===== config.mk =====
export PLATFORM = sky130hd
export DESIGN_NAME = sipo_load_ctrl
export DESIGN_NICKNAME = d
export VERILOG_FILES = /design/src/rtl/sipo_load_ctrl_pkg.sv /design/src/rtl/sipo_lat_pipe.sv /design/src/rtl/sipo_load_ctrl.sv
export SDC_FILE = /design/constraint.sdc
export NUM_CORES = 1
export LEC_CHECK = 0
export ABC_AREA = 0
export ABC_CLOCK_PERIOD_IN_PS = 3300
export CORE_MARGIN = 2
export CORE_UTILIZATION = 40
export DETAILED_ROUTE_END_ITERATION = 8
export PLACE_DENSITY_LB_ADDON = 0.2
export REMOVE_ABC_BUFFERS = 1
export SLEW_MARGIN = 0
export SYNTH_ARGS = -nofsm -noshare
export SYNTH_HDL_FRONTEND = slang
export SYNTH_SLANG_ARGS = --single-unit

===== constraint.sdc =====
create_clock -name clk -period 3.3 [get_ports clk]
set_clock_uncertainty 0.15 [all_clocks]
set_input_delay 0.99 -clock clk [delete_from_list [all_inputs] [get_ports clk]]
set_output_delay 0.99 -clock clk [all_outputs]
set_load 0.01 [all_outputs]

===== src/rtl/sipo_load_ctrl_pkg.sv =====
// rtl/sipo_load_ctrl_pkg.sv - shared types and width helpers for the SIPO load sequencer
//
// Purpose: FSM state encoding, default row depth and the word-counter
// width helper used by sipo_load_ctrl and sipo_lat_pipe.
// Ports: none (package).
package sipo_load_ctrl_pkg;

  // Default words per row; matches the SIPO depth.
  localparam int KERNEL_WIDTH = 3;

  typedef enum logic [2:0] {
    ST_IDLE    = 3'd0,
    ST_FETCH   = 3'd1,
    ST_DRAIN   = 3'd2,
    ST_REFRESH = 3'd3,
    ST_FLUSH   = 3'd4
  } state_e;

  // Ceiling log2, C_LOG_2(1) = 0.
  function automatic int c_log_2(input int value);
    int w;
    w = 0;
    while ((1 << w) < value) begin
      w = w + 1;
    end
    return w;
  endfunction

  // Word counter needs at least one bit even for a single-word row.
  function automatic int cnt_width(input int n);
    return (n > 1) ? c_log_2(n) : 1;
  endfunction

endpackage


===== src/rtl/sipo_lat_pipe.sv =====
// rtl/sipo_lat_pipe.sv - read-latency delay line for first/last read flags
//
// Purpose: delays the first-read and last-read markers by DEPTH cycles so
// they line up with the buffer data bus. first_out drives the SIPO begin
// strobe; last_out tells the sequencer the final word has been shifted in.
// Ports:
//   clk       in   clock
//   reset     in   asynchronous reset, active-low
//   first_in  in   word 0 of a row is being read this cycle
//   last_in   in   last word of a row is being read this cycle
//   first_out out  word 0 is on the buffer data bus this cycle
//   last_out  out  last word is on the buffer data bus this cycle
module sipo_lat_pipe #(
  parameter int DEPTH = 1
) (
  input  logic clk,
  input  logic reset,
  input  logic first_in,
  input  logic last_in,
  output logic first_out,
  output logic last_out
);

  logic [DEPTH-1:0] first_q;
  logic [DEPTH-1:0] first_d;
  logic [DEPTH-1:0] last_q;
  logic [DEPTH-1:0] last_d;

  always_comb begin
    first_d    = first_q;
    last_d     = last_q;
    first_d[0] = first_in;
    last_d[0]  = last_in;
    for (int i = 1; i < DEPTH; i++) begin
      first_d[i] = first_q[i-1];
      last_d[i]  = last_q[i-1];
    end
  end

  always_ff @(posedge clk or negedge reset) begin
    if (!reset) begin
      first_q <= '0;
      last_q  <= '0;
    end else begin
      first_q <= first_d;
      last_q  <= last_d;
    end
  end

  assign first_out = first_q[DEPTH-1];
  assign last_out  = last_q[DEPTH-1];

endmodule


===== src/rtl/sipo_load_ctrl.sv =====
// rtl/sipo_load_ctrl.sv - sequencer feeding one sipo_bar from a single-port buffer
//
// Purpose: for each of cfg_rows rows, issues NUM consecutive buffer reads,
// pulses the SIPO begin strobe aligned with word 0 on the data bus, refreshes
// the SIPO parallel output once the shadow register is full, and offers the
// row downstream through a valid/ready handshake. Fetch of the next row
// overlaps the consumer holding the current row; only the refresh stalls.
// Optional build macro: SIPO_LOAD_CTRL_PERF_EN adds stall_cnt, a saturating
// count of REFRESH cycles blocked by the consumer.
// Ports:
//   clk, reset                 clock, asynchronous active-low reset
//   start                      one-cycle job command (sampled in IDLE only)
//   cfg_base_addr              address of word 0 of row 0
//   cfg_row_stride             address increment between row starts
//   cfg_rows                   number of rows to load
//   busy, done                 job status; done is a one-cycle pulse
//   buf_rd_en, buf_rd_addr     buffer read port
//   sipo_begin, sipo_refresh   sipo_bar begin_serial_in / refresh_parallel_array
//   row_valid, row_ready       row handshake with the PE array
//   stall_cnt                  (SIPO_LOAD_CTRL_PERF_EN only) blocked-refresh cycles
module sipo_load_ctrl
  import sipo_load_ctrl_pkg::*;
#(
  parameter int NUM    = KERNEL_WIDTH,
  parameter int ADDR_W = 12,
  parameter int ROW_W  = 8,
  parameter int RD_LAT = 1
) (
  input  logic              clk,
  input  logic              reset,
  input  logic              start,
  input  logic [ADDR_W-1:0] cfg_base_addr,
  input  logic [ADDR_W-1:0] cfg_row_stride,
  input  logic [ROW_W-1:0]  cfg_rows,
  output logic              busy,
  output logic              done,
  output logic              buf_rd_en,
  output logic [ADDR_W-1:0] buf_rd_addr,
  output logic              sipo_begin,
  output logic              sipo_refresh,
  output logic              row_valid,
  input  logic              row_ready
`ifdef SIPO_LOAD_CTRL_PERF_EN
  ,
  output logic [15:0]       stall_cnt
`endif
);

  localparam int                WCNT_W    = cnt_width(NUM);
  localparam logic [WCNT_W-1:0] LAST_WORD = WCNT_W'(NUM - 1);

  state_e              state_q,     state_d;
  logic [WCNT_W-1:0]   word_cnt_q,  word_cnt_d;
  logic [ROW_W-1:0]    row_cnt_q,   row_cnt_d;
  logic [ROW_W-1:0]    rows_q,      rows_d;
  logic [ADDR_W-1:0]   row_addr_q,  row_addr_d;
  logic [ADDR_W-1:0]   stride_q,    stride_d;
  logic                done_q,      done_d;
  logic                row_valid_q, row_valid_d;

  logic                rd_en;
  logic [ADDR_W-1:0]   rd_addr;
  logic                first_rd;
  logic                last_rd;
  logic                first_dly;
  logic                last_dly;
  logic                refresh_fire;

  sipo_lat_pipe #(
    .DEPTH (RD_LAT)
  ) u_lat_pipe (
    .clk       (clk),
    .reset     (reset),
    .first_in  (first_rd),
    .last_in   (last_rd),
    .first_out (first_dly),
    .last_out  (last_dly)
  );

  always_comb begin
    state_d      = state_q;
    word_cnt_d   = word_cnt_q;
    row_cnt_d    = row_cnt_q;
    rows_d       = rows_q;
    row_addr_d   = row_addr_q;
    stride_d     = stride_q;
    done_d       = 1'b0;
    rd_en        = 1'b0;
    rd_addr      = '0;
    first_rd     = 1'b0;
    last_rd      = 1'b0;
    refresh_fire = 1'b0;

    unique case (state_q)
      ST_IDLE: begin
        if (start) begin
          // Config is captured here so mid-job changes have no effect.
          rows_d     = cfg_rows;
          stride_d   = cfg_row_stride;
          row_addr_d = cfg_base_addr;
          row_cnt_d  = '0;
          word_cnt_d = '0;
          if (cfg_rows == '0) begin
            done_d = 1'b1;
          end else begin
            state_d = ST_FETCH;
          end
        end
      end

      ST_FETCH: begin
        rd_en    = 1'b1;
        // Address wraps modulo 2^ADDR_W.
        rd_addr  = row_addr_q + ADDR_W'(word_cnt_q);
        first_rd = (word_cnt_q == '0);
        last_rd  = (word_cnt_q == LAST_WORD);
        if (word_cnt_q == LAST_WORD) begin
          word_cnt_d = '0;
          state_d    = ST_DRAIN;
        end else begin
          word_cnt_d = word_cnt_q + WCNT_W'(1);
        end
      end

      ST_DRAIN: begin
        // The last word reaches the SIPO RD_LAT cycles after its read.
        if (last_dly) begin
          state_d = ST_REFRESH;
        end
      end

      ST_REFRESH: begin
        // Only overwrite the parallel output once the previous row is gone
        // or being consumed this very cycle.
        if (!row_valid_q || row_ready) begin
          refresh_fire = 1'b1;
          if (row_cnt_q == rows_q - ROW_W'(1)) begin
            state_d = ST_FLUSH;
          end else begin
            row_cnt_d  = row_cnt_q + ROW_W'(1);
            row_addr_d = row_addr_q + stride_q;
            state_d    = ST_FETCH;
          end
        end
      end

      ST_FLUSH: begin
        if (row_valid_q && row_ready) begin
          done_d  = 1'b1;
          state_d = ST_IDLE;
        end
      end

      default: begin
        state_d = ST_IDLE;
      end
    endcase
  end

  // A refresh in the same cycle as a handshake keeps row_valid high: the
  // new row replaces the one just consumed.
  always_comb begin
    row_valid_d = row_valid_q;
    if (refresh_fire) begin
      row_valid_d = 1'b1;
    end else if (row_valid_q && row_ready) begin
      row_valid_d = 1'b0;
    end
  end

  always_ff @(posedge clk or negedge reset) begin
    if (!reset) begin
      state_q     <= ST_IDLE;
      word_cnt_q  <= '0;
      row_cnt_q   <= '0;
      rows_q      <= '0;
      row_addr_q  <= '0;
      stride_q    <= '0;
      done_q      <= 1'b0;
      row_valid_q <= 1'b0;
    end else begin
      state_q     <= state_d;
      word_cnt_q  <= word_cnt_d;
      row_cnt_q   <= row_cnt_d;
      rows_q      <= rows_d;
      row_addr_q  <= row_addr_d;
      stride_q    <= stride_d;
      done_q      <= done_d;
      row_valid_q <= row_valid_d;
    end
  end

`ifdef SIPO_LOAD_CTRL_PERF_EN
  logic [15:0] stall_cnt_q, stall_cnt_d;

  always_comb begin
    stall_cnt_d = stall_cnt_q;
    if (state_q == ST_IDLE && start) begin
      stall_cnt_d = '0;
    end else if (state_q == ST_REFRESH && row_valid_q && !row_ready &&
                 stall_cnt_q != 16'hFFFF) begin
      stall_cnt_d = stall_cnt_q + 16'd1;
    end
  end

  always_ff @(posedge clk or negedge reset) begin
    if (!reset) begin
      stall_cnt_q <= '0;
    end else begin
      stall_cnt_q <= stall_cnt_d;
    end
  end

  assign stall_cnt = stall_cnt_q;
`endif

  assign busy         = (state_q != ST_IDLE);
  assign done         = done_q;
  assign buf_rd_en    = rd_en;
  assign buf_rd_addr  = rd_addr;
  assign sipo_begin   = first_dly;
  assign sipo_refresh = refresh_fire;
  assign row_valid    = row_valid_q;

endmodule


==> qor.yml, run 1 <==
cts:
  holdBufCountCts: 0
  path_clk_slew_ns: 0.09
  cts_max_level: 2
  numCtsBuffers: 5
  cts_root_buf: "clkbuf_8"
  clk_latency_ns: 0.31
  cts_buffer_depth: 2
  tritoncts: "done"
  cts_sinks: 49
cells_and_area:
  final_layout_size_suffix_gt1_share_pct: 9.15
  syn_to_final_growth_pct: 26.7
  antenna_cells: 0
  nets: 511
  final_area_um2: 4080
  final_cells: 561
sta:
  slew_headroom_pct: 53.6
  setup_tns_ns: 0
  fmax_mhz: 312
  tightest_slew_ns: 0.695
  finalWorstSetupSlack_ns: 0.0930
  rsz0062_at_grt: "false"
  post-route-min-period_ns: 3.21
  hold_viol_final: 0
  period_share_pct: 97.2
  setup_viol: 0
  drv_slew: 0
placed_design:
  gp_congestion: 0.842
  portBuffers: 53
  hpwl_mm: 5.82
  dp_slack_ns: -0.0911
  placed_cells: 551
  placed_area_um2: 3950
routing:
  drt-initial-drc-count: 90
  ant_nets: 0
  routed_wl_mm: 7.86
  routed_via_density: 5.20
  dr.pass1.iters: 4
  wl_per_cell_um: 14.0
  post-route-drc-count: 0
  vias: 2915
power:
  max-vdd-ir-drop_mv: 0.360
  p_per_area_nw_per_um2: 935
  power_leakage_nw: 1.88
  power_mw: 3.82
setup_path:
  crit_family: "adder cells"
  rrSetupSlack_ns: 0.56
  required_ns: 2.16
  slowest_delay_ns: 0.40
  arrival_ns: 2.07
  setup.worst_path.start_class: "flop"
  crit_path_end_kind: "output pin"
  crit_chain: "ha_2 -> fa_2 -> and3_2 -> nand3_1 -> xor2_1 -> nor2_1 -> dlygate4sd2_1"
  critPathMaxFanout: 4
  crit_slowest_cell: "dfrtp_1"
  path_buf_inv: 1
  worstSetupPathType: "flop to output pin"
floorplan:
  num_rows: 32
  io_pins: 54
  coreArea_um2: 7770
  initial_core_util_pct: 41.5
  die_x_um: 93.7
  fp.dieH_um: 93.7
  dieArea_um2: 8790
logic_synthesis:
  netlist_area_um2: 3220
  seq_area_frac_synth_pct: 38.1
  ys.flop_type: "dfrtp_1"
  synth_edf_count: 0
  yosys_warnings: 0
  syn_area_per_cell_um2: 8.24
  ys_ff_latch: 49
  synth_cell_types: 48
  async_flop_share_pct: 100
  syn_inst: 391
grt:
  track_usage_pct: 19.1
  grt_pass1_wl_mm: 13.3
  antenna_found_initial: 0
  grt_pass1_vias: 2840
  overflow: 0
  grt_max_degree: 27
flow_run:
  cap_violations: 0
worst_hold_path:
  hold_class: "flop to flop"
run_status:
  outcome: "finished, final reports clean"
==> cell type report <==
class                      count  area (µm²)
fill                         768        3690
multi-input combinational    314        1890
sequential                    49        1230
timing repair buffer          73         666
tap                          102         128
clock buffer                   7        86.3
inverter                      15        56.3
clock inverter                 1        30.0
==> synthesized netlist by cell type (7+ instances only) <==
| master | count | area (µm²) |
|---|---|---|
| xnor2_1 | 12 | 105 |
| and3_1 | 9 | 56.3 |
| nand3_1 | 14 | 70.1 |
| ha_1 | 15 | 188 |
| nor2_1 | 39 | 146 |
| a21oi_1 | 19 | 95.1 |
| nor3_1 | 12 | 60.1 |
| clkbuf_1 | 9 | 33.8 |
| xor2_1 | 15 | 131 |
| dfrtp_1 | 49 | 1230 |
| inv_1 | 15 | 56.3 |
| o21ai_0 | 13 | 65.1 |
| nand2_1 | 84 | 315 |
| a31oi_1 | 7 | 43.8 |
==> per-stage QoR <==
step / hold WS (ns) / utilization [%]
6_report: 0.335 / 52.5
2_1_floorplan: 0.300 / -
5_1_grt: 0.367 / 52.5
3_5_place_dp: 0.320 / 50.8
4_1_cts: 0.343 / 52.5
3_3_place_gp: 0.317 / 50.8
==> layer usage <==
metal | GRT usage, % | wire (µm) | vias up
met3 | 3.13 | 267 | 6
met5 | 0 | 0 | -
met4 | 4.83 | 84 | 0
met1 | 23.8 | 3620 | 1378
li1 | - | - | 1485
met2 | 34.3 | 3880 | 46
==> worst register-to-register path: stages, from the launching register on <==
cell,delay [ns]
dfrtp_1,0.47
inv_1,0.10
ha_1,0.29
nor3b_1,0.26
xnor2_1,0.15
o2111ai_1,0.14
a211oi_2,0.35
o21ai_2,0.08
buf_4,0.20
buf_4,0.23
nor2_1,0.13
a31oi_1,0.06
==> flip-flops by register name (all words and copies together) (netlist names) <==
register              cells
row_valid                 1
stride_q                 12
row_cnt_q                 8
rows_q                    8
done                      1
row_addr_q               12
u_lat_pipe.first_out      1
state_q                   3
word_cnt_q                2
u_lat_pipe.last_out       1
==> worst paths after layout <==
kind / cells after the start / startpoint / endpoint
max in group asynchronous: 2 / reset / stride_q[6]
min in group asynchronous: 1 / reset / stride_q[0]
hold reg to reg: 2 / stride_q[2] / stride_q[2]
hold / removal: 2 / stride_q[2] / stride_q[2]
setup reg to reg: 11 / rows_q[0] / row_addr_q[0]
setup / recovery: 7 / row_addr_q[0] / buf_rd_addr[6]
==> kinds of logic (layout without fill, tap and decap cells) <==
| family | after synthesis | count (layout) | share of synthesized area (%) |
|---|---|---|---|
| mux | 4 | 4 | 1.32 |
| fa+ha+maj | 17 | 17 | 7.07 |
| flops | 49 | 49 | 38.1 |
| simple gates | 193 | 193 | 27.7 |
| compound gates | 73 | 73 | 14.8 |
| buf+inv | 28 | 96 | 3.61 |
| xor+xnor | 27 | 27 | 7.34 |
==> repair_timing <==
| item | CTS | global route |
|---|---|---|
| gates resized for setup | 15 | 5 |
| buffers inserted | 2 | 0 |
| endpoints found under the setup margin | 11 | 7 |
==> power breakdown <==
group	switching [mW]	leakage [nW]	internal, mW
clock network	0.202	0.0585	0.247
logic	1.25	1.21	1.05
registers	0.234	0.613	0.826
total	1.69	1.88	2.13
==> cells in the final DEF, fill, tap and decap left out, types with 4 or more instances in the layout <==
cell,n
a211oi_1,4
a21oi_1,19
a31oi_1,7
and2_1,4
and3_1,8
buf_4,20
clkbuf_8,6
clkdlybuf4s50_1,41
dfrtp_1,49
dlygate4sd2_1,7
ha_1,14
inv_1,15
nand2_1,83
nand2b_1,6
nand3_1,14
nand4_1,6
nor2_1,39
nor2b_1,6
nor3_1,12
o21ai_0,13
xnor2_1,12
xor2_1,15
(Power assumes the default switching activity.)
==> inputs of run 2 (changes only) <==
--- a/config.mk
+++ b/config.mk
@@ -7,12 +7,14 @@
 export LEC_CHECK = 0
 export ABC_AREA = 0
 export ABC_CLOCK_PERIOD_IN_PS = 3300
+export CELL_PAD_IN_SITES_DETAIL_PLACEMENT = 0
+export CELL_PAD_IN_SITES_GLOBAL_PLACEMENT = 1
 export CORE_MARGIN = 2
 export CORE_UTILIZATION = 40
 export DETAILED_ROUTE_END_ITERATION = 8
 export PLACE_DENSITY_LB_ADDON = 0.2
 export REMOVE_ABC_BUFFERS = 1
-export SLEW_MARGIN = 0
+export SLEW_MARGIN = 15
 export SYNTH_ARGS = -nofsm -noshare
 export SYNTH_HDL_FRONTEND = slang
 export SYNTH_SLANG_ARGS = --single-unit
==> run 2 against run 1 <==
Effect of this change:
- first-iteration DRC count grew 12%
- final cell count grew 0.89%
- total power grew 0.99%
- utilization grew 0.53 points
- setup slack gained 0.022 ns
- register-to-register slack gained 0.02 ns
- clock power is essentially flat
==> qor.yml, run 2 (synthesis results as in run 1) <==
run_status:
  outcome: "finished, final reports clean"
cells_and_area:
  antenna_cells: 0
  filler_cell_count: 784
  syn_to_final_growth_pct: 27.9
  reg_top3: "row_addr_q (12), stride_q (12)"
  multiInputGateArea_um2: 1890
  regArea_um2: 1230
  nets: 516
  final_layout_size_suffix_gt1_share_pct: 9.48
  layout_common_cells: "nand2_1 (84), dfrtp_1 (49), clkdlybuf4s50_1 (40), nor2_1 (39), buf_4 (25)"
  layout.cells.most_common: "nand2_1"
  fin_util_pct: 53.0
setup_path:
  ff2ff_path_depth: 11
  crit_path_end_kind: "output pin"
  reg2reg_from: "rows_q[0]"
  timing.rr.end: "row_addr_q[2]"
  critPathMaxFanout: 4
  worstSetupPathType: "flop to output pin"
  arrival_ns: 2.04
  required_ns: 2.16
  rrSetupSlack_ns: 0.58
  setup.worst_path.start_class: "flop"
grt:
  antenna_found_initial: 0
  grt_pass1_vias: 3008
  grt_pass1_wl_mm: 13.7
  overflow: 0
  grt_max_degree: 31
  track_usage_pct: 19.6
worst_hold_path:
  whs_path_depth: 2
  hold_start: "stride_q[6]"
  hold_path_end: "stride_q[6]"
  hold_class: "flop to flop"
sta:
  tightest_slew_ns: 0.695
  post-route-min-period_ns: 3.18
  rsz0062_at_grt: "false"
  whs_ns: 0.335
  hold_viol_final: 0
  drv_slew: 0
  fmax_mhz: 314
  slew_headroom_pct: 53.6
  setup_viol: 0
  period_share_pct: 96.5
routing:
  routed_wl_mm: 7.89
  post-route-drc-count: 0
  wl_per_cell_um: 13.9
  vias: 2920
  routed_via_density: 5.16
  ant_nets: 0
  drt-initial-drc-count: 101
  dr.pass1.iters: 4
cts:
  numCtsBuffers: 5
  cts_root_buf: "clkbuf_8"
  clk_latency_ns: 0.31
  cts_sinks: 49
  holdBufCountCts: 0
  cts_buffer_depth: 2
  path_clk_slew_ns: 0.09
  tritoncts: "done"
  cts_max_level: 2
flow_run:
  cap_violations: 0
power:
  power_frac_seq_pct: 27.5
  switching_power_mw: 1.70
  p_per_area_nw_per_um2: 935
  max-vdd-ir-drop_mv: 0.405
  clock_power_share_pct: 11.6
  power_leakage_nw: 1.93
  p_sw_share_pct: 44.0
  p_int_mw: 2.16
  comb_power_share_pct: 60.9
placed_design:
  portBuffers: 53
  hpwl_mm: 6.01
  gp_congestion: 0.838
floorplan:
  dieArea_um2: 8790
  num_rows: 32
  initial_core_util_pct: 41.5
  coreArea_um2: 7770
  die_x_um: 93.7
  fp.dieH_um: 93.7
  io_pins: 54
## run 2: cell type report
| class | instances | area share (%) |
|---|---|---|
| Multi-Input combinational cell | 314 | 45.8 |
| Sequential cell | 49 | 29.8 |
| Timing Repair Buffer | 78 | 17.1 |
| Tap cell | 102 | 3.10 |
| Clock buffer | 7 | 2.10 |
| Inverter | 15 | 1.37 |
| Clock inverter | 1 | 0.729 |
## run 2: worst max-delay path by stage
stage                              from              end  slack (ns)  depth (start not counted)
final                     word_cnt_q[0]   buf_rd_addr[8]        0.12                          7
after CTS                 word_cnt_q[0]   buf_rd_addr[8]       0.004                          7
after global placement        row_ready     sipo_refresh       -0.06                          5
after global routing      row_addr_q[1]  buf_rd_addr[11]        0.03                          7
after detailed placement      row_ready     sipo_refresh       -0.07                          5
after floorplan               rows_q[0]    row_addr_q[9]        0.59                          8
## run 2: critical path, cell delays in order, from the launching register on
cell and delay (ns):
dfrtp_1 0.39, ha_2 0.21, fa_2 0.35, and3_4 0.18, nand3_1 0.10, xor2_1 0.18
nor2_1 0.05, dlygate4sd2_1 0.28
## run 2: routing by layer
| metal | wire length, µm | track usage, % |
|---|---|---|
| met5 | 0 | 0 |
| met2 | 3840 | 35.3 |
| met4 | 76 | 4.95 |
| met3 | 261 | 3.13 |
| met1 | 3720 | 24.4 |
## run 2: per-stage QoR
stage	setup slack (ns)	instance area (µm²)	TNS (ns)	power (mW)	std cells
2_1_floorplan	0.590	3160	0	2.62	378
3_3_place_gp	-0.0569	3990	-0.0569	3.40	556
5_1_grt	0.0330	4120	0	4.24	566
4_1_cts	0.00410	4100	0	3.89	565
3_5_place_dp	-0.0730	3990	-0.0730	3.46	556
6_report	0.115	4120	0	3.85	566
## run 2: repair_timing
action,in CTS,in global routing
pin swaps,1,1
setup buffers,1,1
gates cloned,0,0
endpoints found under the setup margin,10,6
gates resized for setup,12,4
## run 2: power groups by stage
stage	clock (mW)	combinational [mW]	sequential, mW
after global routing	0.488	2.66	1.10
final	0.448	2.35	1.06
after floorplan	0	1.57	1.04
after CTS	0.464	2.37	1.06
after detailed placement	0	2.39	1.07
after global placement	0	2.34	1.07
==> edit 1, RTL diff (flow settings as in run 1) <==
`RD_LAT`: 1 -> 2.
--- a/src/rtl/sipo_load_ctrl.sv
+++ b/src/rtl/sipo_load_ctrl.sv
@@ -24,7 +24,7 @@
   parameter int NUM    = KERNEL_WIDTH,
   parameter int ADDR_W = 12,
   parameter int ROW_W  = 8,
-  parameter int RD_LAT = 1
+  parameter int RD_LAT = 2
 ) (
   input  logic              clk,
   input  logic              reset,
Formal check against the unedited RTL: not equivalent (Yosys sat finds a counterexample within 4 cycles, from zero or initial values and one cycle with reset low).
==> edit 1 against run 1 <==
Non-clock buffer count down 1; total power increased by 2.0%; setup slack lost 21 ps; area after synthesis up 3.8%; final area increased by 2.3%; sequential cell count up 2; critical path depth down 3; wire length increased by 0.85%; worst hold slack worse by 130 ps.
==> edit 1: results (changes against run 1) <==
global-route wire length before repair: 13400 um (+1.0%)
global router's overall resource usage: 0.189 (-0.00242)
maximum level of the CTS H-tree: 2 (unchanged)
Worst Hold Path EP: u_lat_pipe.last_q[1]
commonest cells in the synthesized netlist: sky130_fd_sc_hd__nand2_1 (92), sky130_fd_sc_hd__dfrtp_1 (51), sky130_fd_sc_hd__nor2_1 (34)
result of the run: complete, no violations
worst flop-to-flop path endpoint: row_addr_q[9]
clock latency reported for the late side of the worst-skew pair: 310 ps (about the same)
antenna violations before repair: 0 (unchanged)
maximum buffer depth of the clock tree: 2 (unchanged)
average wire length per cell after detail routing: 14.1 um (+0.85%)
Detailed Route Iter0 Violations: 91 (+1.1%)
clk slew on worst S/H paths: 90 ps (about the same)
worst vdd rail ir drop: 0.375 mV (+4.2%)
number of distinct library cells after synthesis: 54 (+13%)
worst-path fanout max: 2 (-2)
largest cells by area after synthesis: sky130_fd_sc_hd__dfrtp_1 (38%), sky130_fd_sc_hd__nand2_1 (10%), sky130_fd_sc_hd__ha_1 (5.6%)
Setup WS pre-CTS: -92.1 ps (-0.978 ps)
number of placed instances, taps included: 551 (unchanged)
worst relative slew slack: 0.587 (+0.0513)
final instance count without filler cells: 561 (unchanged)
number of standard cells after synthesis: 394 (+0.77%)
CTS Root Cell: sky130_fd_sc_hd__clkbuf_8
arrival time worst endpoint: 2090 ps (+20 ps)
minimum setup slack among reg-to-reg paths: 510 ps (-50 ps)
most instantiated library cell after synthesis: sky130_fd_sc_hd__nand2_1
number of cells on the worst hold path: 0 (-2)
number of diodes added for antenna fixing: 0 (unchanged)
count of port buffers added during placement: 53 (unchanged)
Vias: 2924 (+0.31%)
Final GP Congestion: 0.891 (+5.8%)
path type of the worst min-delay path: reg -> reg
detailed-router iteration count before antenna repair: 4 (unchanged)
count of nets after finishing: 508 (-0.59%)
number of cells traversed by the worst register-to-register path: 9 (-2)
Final HPWL DP: 5810 um (-0.14%)
leakage component of the power: 1.89 nW (+0.49%)
sequential share of the synthesized area: 0.382 (+0.00101)
cts bufs inserted: 5 (unchanged)
Worst Min Path Start: u_lat_pipe.last_q[0]
FF-to-FF Start: rows_q[0]
proportion of layout cells with a drive suffix above 1: 0.0987 (+0.00718)
maximum number of pins on one net before global-route repair: 33 (+22%)
number of warnings printed during yosys synthesis: 0 (unchanged)
top flop regs: row_addr_q: 12 flops, stride_q: 12 flops
total global routing overflow: 0 (unchanged)
number of fill cells: 805 (+4.8%)
share of synthesized flip-flops with an asynchronous set or reset: 1.00 (unchanged)
[edit 1: changes by cell type after synthesis, sizes merged, moves of 3 or more]
cell	change
nand2	+9
nor2	-5
nand3	-4
a21oi	-3
buf	+3
inv	-3
nand4	-3
xnor2	+3
xor2	-3
[edit 1: stage by stage]
step | TNS (ps) | hold slack (ps) | instance area [um2]
final | 0 | 210 | 4170
after global routing | 0 | 218 | 4170
after CTS | 0 | 214 | 4160
after detailed placement | -104 | 191 | 4050
after global placement | -45.1 | 186 | 4050
after floorplan | 0 | 181 | 3250
[edit 1: worst max path at each step]
stage | from | endpoint | slack, ps | depth (start not counted)
finish | word_cnt_q[0] | buf_rd_addr[1] | 70 | 4
global route | word_cnt_q[0] | buf_rd_addr[8] | 1 | 6
CTS | row_addr_q[0] | buf_rd_addr[8] | 40 | 6
detailed placement | row_ready | sipo_refresh | -90 | 4
global placement | row_ready | sipo_refresh | -50 | 4
floorplan | word_cnt_q[0] | buf_rd_addr[10] | 660 | 5
[edit 1: logic make-up (layout without fill, tap and decap cells)]
kind of cell / Yosys count / count (layout) / synth area share
and+or+nand+nor: 191 / 191 / 0.266
AOI/OAI and AO/OA: 76 / 76 / 0.162
DFF: 51 / 51 / 0.382
buffers and inverters: 30 / 92 / 0.0415
xor gates and xnor gates: 28 / 28 / 0.0775
adders and majority gates: 17 / 17 / 0.0681
muxes: 1 / 1 / 0.00299
[edit 1: timing repair]
item	CTS	global route
hold buffers	0	0
setup endpoints to repair	9	5
buffers inserted	2	0
gates resized for setup	12	6
[edit 1: layer usage]
layer / vias to the layer above / part of all wire / track usage
li1: 1474 / - / -
met1: 1388 / 0.45 / 0.237
met2: 57 / 0.51 / 0.343
met3: 5 / 0.038 / 0.0269
met4: 0 / 0.0064 / 0.0393
met5: - / 0 / 0
[edit 1: report_power, final]
group,switching [W],internal [W]
Sequential,0.000240,0.000865
Combinational,0.00129,0.00109
Clock,0.000213,0.000192
Total,0.00174,0.00215
[edit 1: area by class of cell]
type                    instances  area (um2)  area share
clock buffers                   8         100      0.0240
inverters                      12        45.0      0.0108
multi-input cells             313        1950       0.467
flip-flops and latches         51        1280       0.306
well taps                     105         131      0.0315
repair buffers                 72         671       0.161
[edit 1: worst max-delay path, cell delays in order, from the launching register on]
cell and delay [ps]:
sky130_fd_sc_hd__dfrtp_1 400, sky130_fd_sc_hd__ha_1 230, sky130_fd_sc_hd__fa_2 520, sky130_fd_sc_hd__and2_1 110, sky130_fd_sc_hd__clkdlybuf4s50_1 520
==> edit 2, RTL diff (config.mk and constraints of run 1) <==
Made on the original files. `row_addr_q` no longer has a reset.
--- a/src/rtl/sipo_load_ctrl.sv
+++ b/src/rtl/sipo_load_ctrl.sv
@@ -174,7 +174,6 @@
       word_cnt_q  <= '0;
       row_cnt_q   <= '0;
       rows_q      <= '0;
-      row_addr_q  <= '0;
       stride_q    <= '0;
       done_q      <= 1'b0;
       row_valid_q <= 1'b0;
@@ -183,11 +182,14 @@
       word_cnt_q  <= word_cnt_d;
       row_cnt_q   <= row_cnt_d;
       rows_q      <= rows_d;
-      row_addr_q  <= row_addr_d;
       stride_q    <= stride_d;
       done_q      <= done_d;
       row_valid_q <= row_valid_d;
     end
+  end
+
+  always_ff @(posedge clk) begin
+    row_addr_q <= row_addr_d;
   end
 
 `ifdef SIPO_LOAD_CTRL_PERF_EN
Check against the original RTL: no difference found for any inputs over 10 cycles, from zero or initial values and one cycle with reset low; that may be too few to reach the edited logic, so the function may still have changed.
==> edit 2 against run 1 <==
Sequential cell count did not move; total power fell by 7.8%; fmax rose by 0.92%; final area fell by 2.8%; wire length fell by 4.4%; largest power group unchanged; highest routed layer unchanged; largest cell class unchanged; clock power rose by 10%; setup slack improved by 29 ps; area after synthesis fell by 3.5%.
==> edit 2: results (changes against run 1) <==
Vias: 2713 (-6.9%)
number of standard cells after synthesis: 361 (-7.7%)
CLK BUF: 6 (-1)
adder-cell share of the synthesized area: 0.0732 (+0.00253)
power dissipated by switching net loads: 0.00149 W (-12%)
Setup WS pre-CTS: -70.4 ps (+20.7 ps)
sequential share of the synthesized area: 0.414 (+0.0330)
area of combinational cells with multiple inputs: 1740 um2 (-7.6%)
number of warnings printed during yosys synthesis: 0 (unchanged)
Switching Share: 0.422 (-0.0202)
Final HPWL DP: 5480 um (-5.9%)
worst vdd rail ir drop: 0.295 mV (-18%)
Placement Cell Area: 3820 um2 (-3.2%)
number of fill cells: 724 (-5.7%)
final instance count without filler cells: 527 (-6.1%)
maximum number of pins on one net before global-route repair: 38 (+41%)
met2 usage in global routing: 0.308 (-0.0353)
number of cells traversed by the worst register-to-register path: 9 (-2)
measured slew at the worst slew-check pin: 872 ps (+177 ps)
number of global-route vias before repair: 2649 (-6.7%)
global router's overall resource usage: 0.186 (-0.00447)
count of plain and timing-repair buffers in the layout: 69 (-5.5%)
complex-gate fraction of the synthesized area: 0.135 (-0.0132)
Routed met1 length: 3520 um (-2.8%)
largest cells by area after synthesis: sky130_fd_sc_hd__dfrtp_1 (30%), sky130_fd_sc_hd__edfxtp_1 (12%), sky130_fd_sc_hd__nand2_1 (11%)
proportion of layout cells with a drive suffix above 1: 0.0965 (+0.00497)
Final GP Congestion: 0.828 (-1.6%)
number of flops mapped to enable cells by yosys: 12 (+12)
die extent in x: 92.2 um (-1.7%)
xor and xnor fraction of the mapped netlist area: 0.0704 (-0.00300)
Final Instance Area: 3970 um2 (-2.8%)
library cell contributing the largest single delay on the critical path: sky130_fd_sc_hd__dfrtp_1
area share of buffers outside the clock network: 0.160 (-0.00357)
Comb power frac: 0.554 (-0.050)
storage element area: 1290 um2 (+4.9%)
non-clock inverter count in the final layout: 12 (-3)
global-route wire length before repair: 12600 um (-5.3%)
portion of total power attributed to the clock network: 0.141 (+0.023)
Largest stage delay, worst path: 430 ps (+30 ps)
count of nets after finishing: 477 (-6.7%)
result of the run: complete, no violations
number of placed instances, taps included: 518 (-6.0%)
fraction of met3 tracks used by global routing: 0.0320 (+0.000746)
met1 Resource Use GR: 0.252 (+0.0144)
average wire length per cell after detail routing: 14.3 um (+1.8%)
count of port buffers added during placement: 53 (unchanged)
Detailed Route Iter0 Violations: 130 (+44%)
number of diodes added for antenna fixing: 0 (unchanged)
multiplexer share of the synthesized area: 0.0129 (-0.000332)
met2 wire len: 3530 um (-9.0%)
leakage component of the power: 1.84 nW (-2.2%)
multi-input gates: 287 (-8.6%)
share of synthesized flip-flops with an asynchronous set or reset: 0.755 (-0.245)
clk cell area share: 0.0325 (+0.00396)
commonest cells in the synthesized netlist: sky130_fd_sc_hd__nand2_1 (94), sky130_fd_sc_hd__dfrtp_1 (37), sky130_fd_sc_hd__nor2_1 (23), sky130_fd_sc_hd__o21ai_0 (23), sky130_fd_sc_hd__ha_1 (15)
detailed route wirelength on metal3: 367 um (+37%)
arrival time worst endpoint: 2040 ps (-30 ps)
[edit 2: timing repair]
action | in CTS | in global routing
setup buffers | 1 | 0
gates resized for setup | 15 | 4
endpoints found under the setup margin | 10 | 3
pin swaps | 1 | 0
[edit 2: path summary, 6_finish.rpt]
check / start / to / slack (ps)
min reg2reg: stride_q[8] / stride_q[8] / 340
max: word_cnt_q[1] / buf_rd_addr[7] / 120
min: stride_q[8] / stride_q[8] / 340
max reg2reg: rows_q[0] / row_cnt_q[7] / 510
max in group asynchronous: reset / stride_q[9] / 1820
min in group asynchronous: reset / u_lat_pipe.first_out / 630
[edit 2: critical path, delay by kind of cell (launching register included)]
kind | cells | cell delay [ps]
compound gates | 1 | 170
xor+xnor | 1 | 160
fa+ha+maj | 1 | 310
simple gates | 3 | 390
flops | 1 | 430
buf+inv | 1 | 280
